<file path="src/rtl/mem_arb_pkg.sv">
// Shared constants for the memory port arbiter: owner encoding and default widths.
package mem_arb_pkg;

    localparam logic OWN_CPU = 1'b0;
    localparam logic OWN_AUX = 1'b1;

    localparam int DEF_WIDTH = 16;
    localparam int DEF_AW    = 16;
    localparam int DEF_CNT_W = 16;

endpackage

</file>
<file path="src/rtl/rr_pick2.sv">
// Two-input round-robin picker: a lone requester wins; on a tie the one that
// was not the last owner wins. Index 0 is the CPU, index 1 the auxiliary master.
module rr_pick2
    import mem_arb_pkg::*;
(
    input  logic [1:0] req,
    input  logic       last,
    output logic [1:0] gnt
);

    always_comb begin
        gnt    = 2'b00;
        gnt[0] = req[0] & (~req[1] | (last == OWN_AUX));
        gnt[1] = req[1] & (~req[0] | (last == OWN_CPU));
    end

endmodule

</file>
<file path="src/rtl/mem_port_arbiter.sv">
// Shares one synchronous-read memory port between the CPU and an auxiliary
// master with zero-latency round-robin grants and a one-cycle read return tag.
module mem_port_arbiter
    import mem_arb_pkg::*;
#(
    parameter int WIDTH = DEF_WIDTH,
    parameter int AW    = DEF_AW,
    parameter int CNT_W = DEF_CNT_W
) (
    input  logic             clk,
    input  logic             reset,

    input  logic             cpu_req,
    input  logic             cpu_we,
    input  logic [AW-1:0]    cpu_addr,
    input  logic [WIDTH-1:0] cpu_wdata,
    output logic             cpu_gnt,
    output logic             cpu_rvalid,
    output logic [WIDTH-1:0] cpu_rdata,

    input  logic             aux_req,
    input  logic             aux_we,
    input  logic [AW-1:0]    aux_addr,
    input  logic [WIDTH-1:0] aux_wdata,
    output logic             aux_gnt,
    output logic             aux_rvalid,
    output logic [WIDTH-1:0] aux_rdata,

    output logic             mem_en,
    output logic             mem_we,
    output logic [AW-1:0]    mem_addr,
    output logic [WIDTH-1:0] mem_wdata,
    input  logic [WIDTH-1:0] mem_rdata,

    output logic [CNT_W-1:0] cpu_stall_cnt,
    output logic [CNT_W-1:0] aux_stall_cnt
);

    logic             last_owner_reg;
    logic             last_owner_next;
    logic             rd_pending_reg;
    logic             rd_pending_next;
    logic             rd_owner_reg;
    logic             rd_owner_next;
    logic [1:0]       req_raw;
    logic [1:0]       req_vec;
    logic [1:0]       gnt_vec;
    logic [CNT_W-1:0] stall_cnt [2];

    assign req_raw = {aux_req, cpu_req};
    // Gating the picker inputs keeps every grant, and thus mem_en, low during reset.
    assign req_vec = req_raw & {2{~reset}};

    rr_pick2 u_pick (
        .req  (req_vec),
        .last (last_owner_reg),
        .gnt  (gnt_vec)
    );

    assign cpu_gnt = gnt_vec[0];
    assign aux_gnt = gnt_vec[1];

    always_comb begin
        mem_en          = cpu_gnt | aux_gnt;
        mem_we          = 1'b0;
        mem_addr        = '0;
        mem_wdata       = '0;
        last_owner_next = last_owner_reg;
        if (cpu_gnt) begin
            mem_we          = cpu_we;
            mem_addr        = cpu_addr;
            mem_wdata       = cpu_wdata;
            last_owner_next = OWN_CPU;
        end else if (aux_gnt) begin
            mem_we          = aux_we;
            mem_addr        = aux_addr;
            mem_wdata       = aux_wdata;
            last_owner_next = OWN_AUX;
        end
        rd_pending_next = mem_en & ~mem_we;
        rd_owner_next   = aux_gnt ? OWN_AUX : OWN_CPU;
    end

    always_ff @(posedge clk) begin
        if (reset) begin
            last_owner_reg <= OWN_AUX;
            rd_pending_reg <= 1'b0;
            rd_owner_reg   <= OWN_CPU;
        end else begin
            last_owner_reg <= last_owner_next;
            rd_pending_reg <= rd_pending_next;
            rd_owner_reg   <= rd_owner_next;
        end
    end

    assign cpu_rvalid = rd_pending_reg & (rd_owner_reg == OWN_CPU);
    assign aux_rvalid = rd_pending_reg & (rd_owner_reg == OWN_AUX);
    assign cpu_rdata  = mem_rdata;
    assign aux_rdata  = mem_rdata;

    genvar gi;
    generate
        for (gi = 0; gi < 2; gi++) begin : gen_stall
            logic [CNT_W-1:0] cnt_reg;
            logic [CNT_W-1:0] cnt_next;

            // Counts cycles spent waiting; holds at all-ones instead of wrapping.
            always_comb begin
                cnt_next = cnt_reg;
                if (req_raw[gi] && !gnt_vec[gi] && !(&cnt_reg)) begin
                    cnt_next = cnt_reg + 1'b1;
                end
            end

            always_ff @(posedge clk) begin
                if (reset) begin
                    cnt_reg <= '0;
                end else begin
                    cnt_reg <= cnt_next;
                end
            end

            assign stall_cnt[gi] = cnt_reg;
        end
    endgenerate

    assign cpu_stall_cnt = stall_cnt[0];
    assign aux_stall_cnt = stall_cnt[1];

endmodule
</file>
<file path="config.mk">
export PLATFORM = sky130hd
export DESIGN_NAME = mem_port_arbiter
export DESIGN_NICKNAME = d
export VERILOG_FILES = /design/src/rtl/mem_arb_pkg.sv /design/src/rtl/rr_pick2.sv /design/src/rtl/mem_port_arbiter.sv
export SDC_FILE = /design/constraint.sdc
export NUM_CORES = 1
export LEC_CHECK = 0
export CAP_MARGIN = 5
export CORE_MARGIN = 5
export CORE_UTILIZATION = 35
export CTS_BUF_LIST = sky130_fd_sc_hd__clkbuf_4
export CTS_CLUSTER_DIAMETER = 100
export DETAILED_ROUTE_END_ITERATION = 6
export PLACE_DENSITY = 0.83
export SETUP_SLACK_MARGIN = 0.1
export SLEW_MARGIN = 25
export SYNTH_ARGS = -nofsm -noshare
export SYNTH_HDL_FRONTEND = slang
export SYNTH_SLANG_ARGS = --single-unit
</file>
<file path="constraint.sdc">
create_clock -name clk -period 2.2 [get_ports clk]
set_input_delay 0.44 -clock clk [delete_from_list [all_inputs] [get_ports clk]]
set_output_delay 0.44 -clock clk [all_outputs]
set_load 0.005 [all_outputs]
</file>
After elaboration in Yosys (flattened, before gate mapping)
Cells that the tools add are included.
{"block": "classes", "reduce_logical": 11, "n_bitwise": 15, "add_sub_neg": 2, "n_mux": 9}
{"op": "2-to-1 mux 16 bit", "count": 4}
{"op": "adder 16 x 1 -> 16 bit, second input constant", "count": 2}
{"op": "AND reduction 16 bit", "count": 2}
{"op": "NOT 1 bit", "count": 6}
{"op": "AND 1 bit", "count": 5}
{"op": "2-to-1 mux 1 bit", "count": 5}
{"op": "logical AND 1 bit", "count": 4}
{"op": "logical NOT 1 bit", "count": 4}
{"op": "OR 1 bit", "count": 3}
{"op": "AND 2 bit", "count": 1}
{"op": "nonzero test 2 bit", "count": 1}
{"block": "totals", "ff_bits": 35, "in_bits": 86, "word_cells": 42, "out_inout_bits": 102}

Longest topological paths before layout
Gate-level depths: netlist of the first run.
{"block": "depth", "ltp_word": 9, "ltp_mapped": 6, "mapped_depth_nobuf": 5}

Cells and area by module
Synthesis of the first run repeated with hierarchy kept, for this count alone.
{"block": "hier_totals", "hier_cells": 289, "hier_area_um2": 2412.3}
{"mod": "mem_port_arbiter", "seq_area_each_um2": 700.7, "area_each_um2": 2393.5, "cells_each": 286, "instances": 1}
{"mod": "rr_pick2", "seq_area_each_um2": 0.0, "area_each_um2": 18.8, "cells_each": 3, "instances": 1}

Worst setup path after synthesis of the first run
Ideal clock, no wire load.
{"block": "synth_path", "path_kind": "in2out", "start": "in cpu_req", "end": "out mem_addr[10]", "t_required_ps": 1760, "cell_stages": 6, "n_path_buf": 3, "t_arrival_ps": 1584, "path_slack_ps": 176, "cell_sequence": "clkbuf_2 -> a21o_1 -> buf_4 -> nor2_1 -> buf_2 -> a22o_1"}
{"block": "synth_via", "elab_chain_cells": 6, "elab_cells_between_ends": 7, "classes_between": "mux (2); bitwise (5)"}
{"item": "start: declaration", "line_no": "mem_port_arbiter.sv:13", "text": "input logic cpu_req,"}
{"item": "AND 2 bit", "line_no": "mem_port_arbiter.sv:52", "text": "assign req_vec = req_raw & {2{~reset}};"}
{"item": "NOT 1 bit", "line_no": "rr_pick2.sv:14", "text": "gnt[1] = req[1] & (~req[0] | (last == OWN_CPU));"}
{"item": "OR 1 bit", "line_no": "rr_pick2.sv:14"}
{"item": "AND 1 bit", "line_no": "rr_pick2.sv:14"}
{"item": "net aux_gnt", "line_no": "mem_port_arbiter.sv:25", "text": "output logic aux_gnt,"}
{"item": "2-to-1 mux 16 bit", "line_no": "mem_port_arbiter.sv:74", "text": "end else if (aux_gnt) begin"}
{"item": "2-to-1 mux 16 bit", "line_no": "mem_port_arbiter.sv:69", "text": "if (cpu_gnt) begin"}
{"item": "end: declaration", "line_no": "mem_port_arbiter.sv:31", "text": "output logic [AW-1:0] mem_addr,"}
The timed path passes the listed nets, and every way through them passes these cells.

Worst setup path in the final report of the first run
{"block": "layout_path", "start": "reg last_owner_reg", "end": "out mem_wdata[10]"}
{"block": "layout_via", "elab_chain_cells": 5, "elab_cells_between_ends": 7, "classes_between": "mux (2); bitwise (5)"}
{"item": "start: declaration", "line_no": "mem_port_arbiter.sv:39", "text": "logic last_owner_reg;"}
{"item": "start signal: assignment", "line_no": "mem_port_arbiter.sv:90", "text": "last_owner_reg <= last_owner_next;"}
{"item": "NOT 1 bit", "line_no": "rr_pick2.sv:14"}
{"item": "OR 1 bit", "line_no": "rr_pick2.sv:14"}
{"item": "AND 1 bit", "line_no": "rr_pick2.sv:14"}
{"item": "2-to-1 mux 16 bit", "line_no": "mem_port_arbiter.sv:74"}
{"item": "2-to-1 mux 16 bit (*)", "line_no": "mem_port_arbiter.sv:69"}
{"item": "end: declaration", "line_no": "mem_port_arbiter.sv:32", "text": "output logic [WIDTH-1:0] mem_wdata,"}
Mark *: on every way between the ends. The rest lies on a longest branch, timed or not.

==> results of run 1 <==
==> placed cells by master, fill, tap and decap left out, types with 3 or more instances in the layout <==
master / n
nand2b_1: 3
mux2_2: 3
buf_6: 17
o31ai_1: 13
a22o_1: 33
or3_2: 4
buf_2: 32
or4_1: 10
nand2_1: 15
and3_1: 3
nor4_1: 7
dfxtp_1: 34
nand4_1: 9
a21oi_1: 22
nor2_1: 7
and2_1: 4
clkdlybuf4s50_1: 101
nand3_1: 7
inv_1: 10
o21ai_0: 11
nor2b_1: 4
clkbuf_4: 6
dlygate4sd2_1: 3
buf_4: 26
or3_1: 4
and4_1: 4
==> logic make-up (layout without fill, tap and decap cells) <==
logic type / after synthesis / after routing / synth area share [%]
simple gates: 98 / 98 / 25.00
compound gates: 97 / 97 / 28.77
buf+inv: 59 / 205 / 14.92
flops: 35 / 35 / 28.51
mux: 4 / 4 / 1.782
fa+ha+maj: 2 / 2 / 1.018
==> worst min-delay path by stage <==
| stage | endpoint | cells after the start |
|---|---|---|
| floorplan | last_owner_reg | 2 |
| global placement | last_owner_reg | 2 |
| detailed placement | last_owner_reg | 2 |
| CTS | last_owner_reg | 3 |
| global route | last_owner_reg | 3 |
| finish | last_owner_reg | 3 |
==> cell type report <==
cell class | count | area (um2) | area share (%)
repair buffers | 187 | 1719 | 42.58
multi-input cells | 201 | 1406 | 34.83
flip-flops and latches | 35 | 701.9 | 17.38
well taps | 96 | 120.1 | 2.975
clock buffers | 6 | 45.04 | 1.116
inverters | 10 | 37.54 | 0.9297
clock inverters | 2 | 7.507 | 0.1859
==> critical path, cell delays in order (launching register included) <==
cell and delay [ns]:
dfxtp_2 0.34, and2b_2 0.22, nor2_2 0.04, and2_4 0.19, buf_16 0.14, buf_6 0.11, buf_6 0.11, a22o_1 0.19
buf_2 0.12
==> metrics by stage <==
stage	setup WS [ns]	power [W]
after global routing	-0.1223	0.001498
after CTS	-0.1403	0.001448
final	-0.04575	0.001427
after floorplan	0.1758	0.0008252
after detailed placement	-0.5340	0.001062
after global placement	-0.5545	0.001059
==> routing by layer <==
layer | part of all wire [%] | vias up
met4 | 3.3 | 0
met1 | 39 | 1402
li1 | - | 1408
met2 | 51 | 134
met5 | 0 | -
met3 | 7.5 | 25
==> power by group through the flow <==
stage          clock (W)  combinational, W  sequential (W)
6_report        0.000347          0.000429        0.000651
5_1_grt         0.000390          0.000456        0.000653
4_1_cts         0.000365          0.000432        0.000651
3_5_place_dp           0          0.000397        0.000665
3_3_place_gp           0          0.000395        0.000665
2_1_floorplan          0          0.000162        0.000663
==> repair_timing <==
item | 4_1_cts | 5_1_grt
resized for setup | 158 | 10
hold buffers | 0 | 0
setup buffers | 19 | 3
pin swaps | 27 | 10
endpoints found under the setup margin | 37 | 36
gates cloned | 4 | 0
==> reports/summary.txt, run 1 <==
Final worst slack = -0.04575 ns
First-pass GRT wire length = 15.53 mm
WP data arrival = 1.81 ns
Num rows = 30
CTS sink cnt = 35
Most numerous cell in the Yosys netlist = dfxtp_1
EDFF count, synth = 0
Syn-to-layout area delta = 64.31%
Worst-path clk slew = 0.11 ns
Post-route core utilization = 59.10%
Int Pwr = 0.001045 W
PwrDens = 353.4 mW/mm2
Path depth of the worst reg2reg path = 6
Clock Path Buffers = 2
Hold_sp = reset
IO Port Bufs = 139
Max Cap Viol = 0
Hold Vio Cnt, Final = 0
Remaining Overflow, GRT = 0
Gr usage total = 22.26%
CP Max Fanout = 4
Share of layout cells above drive strength 1 = 25.17%
Slew HR = 56.84%
Crit path to = mem_wdata[10]
Comb pwr share = 30.0%
Initial DRC Count = 82
Switching Power = 0.0003817 W
Die height = 93.79 um
Hold Crit Class = primary input to register
Cells after synthesis = 295
Yosys top cell area share = 28.51%
Post-DP HPWL = 7.413 mm
Final non-filler cell total = 537
Fmax = 445.3 MHz
Worst skew pair latency = 0.33 ns
Core Box Area = 0.006832 mm2
Tcrit/Tclk final = 102.1%
Met3 usage = 5.689%
WL final = 10.27 mm
Worst Setup End Kind = primary output
Via count = 2,969
Final nets = 528
Slew Limit Fails = 0
Violations in the final reports = setup timing
Drt wl/cell = 19.12 um
Number of global-route vias before repair = 2,961
Post-synthesis net count = 383
Post-route cell area = 0.004038 mm2
Gpl congestion = 0.8309
Hold Worst Slack = 0.3681 ns
Initial antenna violation count = 0
Synth top cells by count = dfxtp_1, buf_4, a22o_1
Die span in x = 93.79 um
CP required = 1.76 ns
Largest net degree at the start of global routing = 38
Synth area leaders = dfxtp_1, a22o_1, buf_4, a21oi_1, o31ai_1
CTS tree = built
Area of the mapped netlist = 0.002457 mm2
I/O Pins = 188
Antenna diodes = 0
Ys async rst share = 0%
Initial core utilization = 35.97%
Critical path type = register to primary output
Cts bufs inserted = 5
Remaining DRCs = 0
Pre-antenna DRT Iters = 6
Post-synth top flop = dfxtp_1
Met2 GRT Util = 40.63%
Placed cell areas = 0.003847 mm2
R2R Path Start = aux_stall_cnt[0]
Vias per inst = 5.529
Reg2reg setup slack = 0.23 ns
Fill cell instance count of the final layout = 645
Yosys warning count = 0
GRT busiest layer = met2
Root buf cell = clkbuf_4
Maximum VDD drop = 0.2921 mV
Final setup violation count = 3
ANT nets after route = 0
FF-to-FF End = aux_stall_cnt[3]
Sequential share of power = 45.6%
M1 GR Usage = 24.49%
Sw frac = 26.75%
Tmin final = 2.246 ns
CTS H-tree lvls = 2
Syn avg cell area = 8.330 um2
Critical path startpoint = last_owner_reg
Clock Skews = 0.009646 ns
Placed insts = 505
Unrepaired setup endpoints after global routing = yes
Critical path launch point type = register
Run status = finished with violations
Post-synthesis sequential area ratio = 28.51%
Lkg Pwr = 1.556 nW
Worst Tran Pin Value = 0.6414 ns
Synth Register Bits = 35
Setup TNS = -0.08822 ns
Clock power share = 24.3%
Synth area leader = dfxtp_1
Library cells used by synthesis = 51
Die area = 0.008797 mm2
No activity file was read; power rests on OpenSTA's default activity.
==> inputs of run 2 (changes only) <==
CORE_UTILIZATION = 34   (was 35)
CTS_BUF_LIST = sky130_fd_sc_hd__clkbuf_16   (was sky130_fd_sc_hd__clkbuf_4)
PLACE_DENSITY = 0.81   (was 0.83)
==> reports/summary.txt, run 2 (synthesis results as in run 1) <==
Hold Vio Cnt, Final = 0 (unchanged)
Pre-antenna DRT Iters = 4 (-2)
Clock Path Buffers = 2 (unchanged)
Hold Worst Slack = 0.4537 ns (+0.08565 ns)
IO Port Bufs = 139 (unchanged)
Hold Path Sink = last_owner_reg
Final setup violation count = 0 (-3)
Tmin final = 2.145 ns (-0.1003 ns)
Num rows = 31 (+3.3%)
Gr usage total = 21.48% (-0.78 points)
Drt wl/cell = 19.35 um (+1.2%)
Run status = completed
PwrDens = 426.7 mW/mm2 (+21%)
I/O Pins = 188 (unchanged)
CP required = 1.76 ns (about the same)
Share of layout cells above drive strength 1 = 24.01% (-1.2 points)
WL final = 10.22 mm (-0.53%)
Slew Limit Fails = 0 (unchanged)
Most common cell after layout, fill and taps aside = clkdlybuf4s50_1
Lkg Pwr = 1.537 nW (-1.2%)
CTS H-tree lvls = 2 (unchanged)
Syn-to-layout area delta = 65.17%
Largest delay share family, worst path = simple AND/OR/NAND/NOR gates
Remaining DRCs = 0 (unchanged)
Initial core utilization = 34.43% (-1.5 points)
Initial DRC Count = 173 (+110%)
ANT nets after route = 0 (unchanged)
Via count = 2,927 (-1.4%)
Path depth of the worst reg2reg path = 5 (-1)
Worst-path clk slew = 0.05 ns (-0.06 ns)
Hold_sp = cpu_req
Critical path startpoint = last_owner_reg
Die height = 95.02 um (+1.3%)
Largest net degree at the start of global routing = 38 (unchanged)
Gpl congestion = 0.8498 (+2.3%)
Max Cap Viol = 0 (unchanged)
Post-CTS Hold Fix Bufs = 0 (unchanged)
Hold Crit Class = primary input to register
Die area = 0.009028 mm2 (+2.6%)
Reg2reg setup slack = 0.24 ns (about the same)
Worst skew pair latency = 0.27 ns (-0.06 ns)
Worst Tran Pin Value = 0.6397 ns (-0.001762 ns)
Worst path max stage delay = 0.32 ns (-0.02 ns)
CTS tree = built
Unrepaired setup endpoints after global routing = yes
WP data arrival = 1.71 ns (-0.10 ns)
Initial antenna violation count = 0 (unchanged)
First-pass GRT wire length = 15.10 mm (-2.8%)
Critical path type = register to primary output
FF-to-FF End = cpu_stall_cnt[14]
CP Max Fanout = 7 (+3)
Core Box Area = 0.007137 mm2 (+4.5%)
Fmax = 466.1 MHz (+4.7%)
R2R Path Start = cpu_stall_cnt[0]
Critical-path cell list = and2b_2 -> nor2_4 -> and2_4 -> buf_12 -> buf_8 -> a22o_1 -> buf_2
Antenna diodes = 0 (unchanged)
Post-DP HPWL = 7.383 mm (-0.40%)
Maximum VDD drop = 0.3566 mV (+22%)
Count of buffer and inverter cells on the critical path = 3 (-1)
Vias per inst = 5.544 (+0.27%)
Commonest cells after routing, fill and taps aside = clkdlybuf4s50_1, dfxtp_1, a22o_1, buf_2, buf_4
Final nets = 517 (-2.1%)
Worst Setup End Kind = primary output
Die span in x = 95.02 um (+1.3%)
CTS sink cnt = 35 (unchanged)
Worst path slowest cell = dfxtp_2
Worst Hold Depth = 2 (-1)
Cts bufs inserted = 5 (unchanged)
Slew HR = 56.96% (+0.12 points)
Critical path launch point type = register
Number of global-route vias before repair = 2,766 (-6.6%)
Tot Pwr = 0.001732 W (+21%)
Tcrit/Tclk final = 97.52% (-4.6 points)
Clock Skews = 0.002560 ns (-0.007086 ns)
Remaining Overflow, GRT = 0 (unchanged)
Root buf cell = clkbuf_16
## run 2: layout make-up
| cell class | instances | area (um2) |
|---|---|---|
| inverter | 10 | 37.54 |
| clock inverter | 2 | 8.758 |
| multi-input combinational | 201 | 1418 |
| clock buffer | 5 | 125.1 |
| timing repair buffer | 176 | 1644 |
| sequential | 35 | 701.9 |
| fill | 672 | 3078 |
| tap | 99 | 123.9 |
## run 2: where the power goes
part	total, W	leakage (nW)	internal [W]	switching, W
clock network	0.000663	0.0671	0.000407	0.000256
registers	0.000652	0.283	0.000643	0.00000837
logic	0.000417	1.19	0.000261	0.000156
total	0.00173	1.54	0.00131	0.000421
## run 2: repair_timing
item	in CTS	in global routing
gates resized for setup	154	9
pin swaps	21	13
setup buffers	9	2
setup endpoints to repair	39	35
cloned	4	1
## run 2: worst max-delay path by stage
stage,to,slack (ns),cells past startpoint
after detailed placement,mem_addr[14],-0.55,7
after global routing,mem_addr[14],0.02,7
after CTS,mem_addr[14],-0.02,8
final,mem_addr[14],0.05,7
after global placement,mem_addr[6],-0.55,7
after floorplan,mem_addr[10],0.18,6
## run 2: stage by stage
step                std cells  cell area [um2]  setup WS [ns]  util, %  setup TNS [ns]
floorplan                 295             2457         0.1758        -               0
global placement          507             3844        -0.5511    53.86          -18.91
detailed placement        507             3844        -0.5523    53.86          -19.45
CTS                       527             4053       -0.02128    56.78        -0.06451
global route              528             4059        0.01767    56.87               0
finish                    528             4059        0.05453    56.87               0
## run 2: per-layer routing
layer	vias to the layer above	GRT usage (%)	wire length, um
li1	1383	-	-
met1	1372	25.43	3881
met2	146	36.64	4944
met3	26	6.393	1019
met4	0	7.933	369
met5	-	0	0
## run 2: worst reg2reg max path, stage by stage (launching register included)
cell	delay, ns
dfxtp_1	0.39
ha_1	0.24
nand4_2	0.16
or2_0	0.40
nor4_2	0.30
mux2_2	0.36
==> inputs of run 3 (changes only) <==
CORE_MARGIN = default   (was 5)
CORE_UTILIZATION = 31   (was 34)
PLACE_DENSITY = 0.78   (was 0.81)
clock period = 1.9 ns   (was 2.2 ns; I/O delays follow)
==> reports/summary.txt, run 3 (synthesis results as in run 1) <==
Vias per inst = 5.444 (-1.8%)
Most common cell after layout, fill and taps aside = clkdlybuf4s50_1
Slew HR = 62.47% (+5.5 points)
Sequential share of power = 34.1% (-3.5 points)
Critical path launch point type = register
Antenna diodes = 0 (unchanged)
Final non-filler cell total = 550 (+4.2%)
Die span in x = 91.04 um (-4.2%)
CP required = 1.52 ns (-0.24 ns)
Max Cap Viol = 0 (unchanged)
Worst Setup End Kind = primary output
I/O Pins = 188 (unchanged)
WL final = 9.713 mm (-4.9%)
FF-to-FF End = cpu_stall_cnt[14]
Final worst slack = -0.1255 ns (-0.1800 ns)
Reg2reg setup slack = 0.16 ns (-0.08 ns)
Core Box Area = 0.007687 mm2 (+7.7%)
Run status = finished with violations
Violations in the final reports = setup timing
First-pass GRT wire length = 14.72 mm (-2.5%)
Drt wl/cell = 17.66 um (-8.7%)
Sw frac = 23.47% (-0.82 points)
Gpl congestion = 0.8470 (-0.33%)
Critical path type = register to primary output
Worst skew pair latency = 0.28 ns (about the same)
Clock Path Buffers = 2 (unchanged)
Final setup violation count = 34 (+34)
Worst-path clk slew = 0.06 ns (about the same)
Largest net degree at the start of global routing = 22 (-42%)
Lkg Pwr = 1.692 nW (+10%)
Switching Power = 0.0005164 W (+23%)
Worst Hold Depth = 3 (+1)
Maximum VDD drop = 0.6678 mV (+87%)
Remaining DRCs = 0 (unchanged)
Die height = 91.04 um (-4.2%)
Initial antenna violation count = 0 (unchanged)
Final nets = 535 (+3.5%)
Hold Path Sink = last_owner_reg
Via count = 2,994 (+2.3%)
Root buf cell = clkbuf_16
ANT nets after route = 0 (unchanged)
Clock Skews = 0.003351 ns (+0.0007902 ns)
Int Pwr = 0.001684 W (+28%)
Remaining Overflow, GRT = 0 (unchanged)
Fmax = 493.7 MHz
Hold_sp = reset
Number of global-route vias before repair = 2,954 (+6.8%)
Initial core utilization = 31.97% (-2.5 points)
Initial DRC Count = 89 (-49%)
CP Max Fanout = 5 (-2)
Clock power share = 42.8% (+4.5 points)
Hold Crit Class = primary input to register
Path depth of the worst reg2reg path = 5 (unchanged)
Worst Tran Pin Value = 0.5587 ns (-0.08101 ns)
R2R Path Start = cpu_stall_cnt[0]
Post-CTS Hold Fix Bufs = 0 (unchanged)
WP data arrival = 1.65 ns (-0.06 ns)
Num rows = 32 (+3.2%)
Die area = 0.008287 mm2 (-8.2%)
Unrepaired setup endpoints after global routing = yes
Hold Vio Cnt, Final = 0 (unchanged)
Gr usage total = 22.14% (+0.66 points)
Commonest cells after routing, fill and taps aside = clkdlybuf4s50_1, buf_4, dfxtp_1
CTS tree = built
CTS sink cnt = 35 (unchanged)
Pre-antenna DRT Iters = 4 (unchanged)
Slew Limit Fails = 0 (unchanged)
IO Port Bufs = 139 (unchanged)
Comb pwr share = 23.1% (-1.0 points)
Tcrit/Tclk final = 106.6%
Tmin final = 2.025 ns
Share of layout cells above drive strength 1 = 30.80% (+6.8 points)
Syn-to-layout area delta = 77.39%
Post-DP HPWL = 7.074 mm (-4.2%)
CTS H-tree lvls = 2 (unchanged)
Cts bufs inserted = 5 (unchanged)
PwrDens = 504.8 mW/mm2 (+18%)
Hold Worst Slack = 0.4951 ns (+0.04133 ns)
Placed insts = 524 (+3.4%)
[run 3: changes by cell type in the layout (fill, tap and decap cells not counted), sizes merged]
cell / previous run / this run
buf: 69 / 87
bufinv: 0 / 1
clkdlybuf4s50: 101 / 100
dlygate4sd2: 1 / 2
[run 3: cell type report]
class | instances | area (um2)
well taps | 102 | 127.6
repair buffers | 194 | 1819
fillers | 684 | 3328
clock inverters | 3 | 43.79
flip-flops and latches | 35 | 701.9
clock buffers | 5 | 125.1
multi-input cells | 201 | 1504
inverters | 10 | 37.54
[run 3: critical path: stages, from the launching register on]
cell	delay [ns]
dfxtp_2	0.32
and2b_2	0.22
nor2_2	0.04
and2_4	0.19
buf_8	0.14
buf_16	0.13
a22o_1	0.22
buf_2	0.13
[run 3: timing repair]
| action | in CTS | in global routing |
|---|---|---|
| pin swaps | 19 | 14 |
| gates resized for setup | 171 | 22 |
| gates cloned | 4 | 1 |
| setup buffers | 7 | 6 |
| setup endpoints to repair | 58 | 48 |
| endpoints found under the hold margin | 0 | 0 |
[run 3: metrics by stage]
| stage | setup TNS, ns | power [W] | util, % | instance area, um2 | setup WS, ns |
|---|---|---|---|---|---|
| global route | -5.161 | 0.002286 | 56.71 | 4359 | -0.1960 |
| floorplan | 0 | 0.0009565 | - | 2461 | 0.08564 |
| detailed placement | -30.70 | 0.001238 | 51.42 | 3953 | -0.7239 |
| CTS | -3.324 | 0.002200 | 54.69 | 4204 | -0.1386 |
| global placement | -30.66 | 0.001237 | 51.42 | 3953 | -0.7462 |
| finish | -2.837 | 0.002200 | 56.71 | 4359 | -0.1255 |
[run 3: worst max-delay path by stage]
| stage | start | end | slack (ns) |
|---|---|---|---|
| after floorplan | aux_req | mem_addr[0] | 0.09 |
| after global placement | aux_req | mem_addr[14] | -0.75 |
| after detailed placement | aux_req | mem_addr[14] | -0.72 |
| after CTS | last_owner_reg | mem_wdata[0] | -0.14 |
| after global routing | last_owner_reg | mem_addr[8] | -0.20 |
| final | last_owner_reg | mem_wdata[14] | -0.13 |
[run 3: metal layers]
metal / part of all wire [%] / wire length [um] / global-route usage [%]
met1: 38 / 3704 / 24.17
met2: 53 / 5181 / 43.37
met3: 7.4 / 719 / 4.271
met4: 1.1 / 109 / 5.159
met5: 0 / 0 / 0
[run 3: power groups by stage]
stage               Combinational, W  Clock (W)  Sequential [W]
floorplan                   0.000189          0        0.000768
global placement            0.000471          0        0.000766
detailed placement          0.000472          0        0.000766
CTS                         0.000492   0.000957        0.000750
global route                0.000539   0.000995        0.000752
finish                      0.000508   0.000942        0.000751
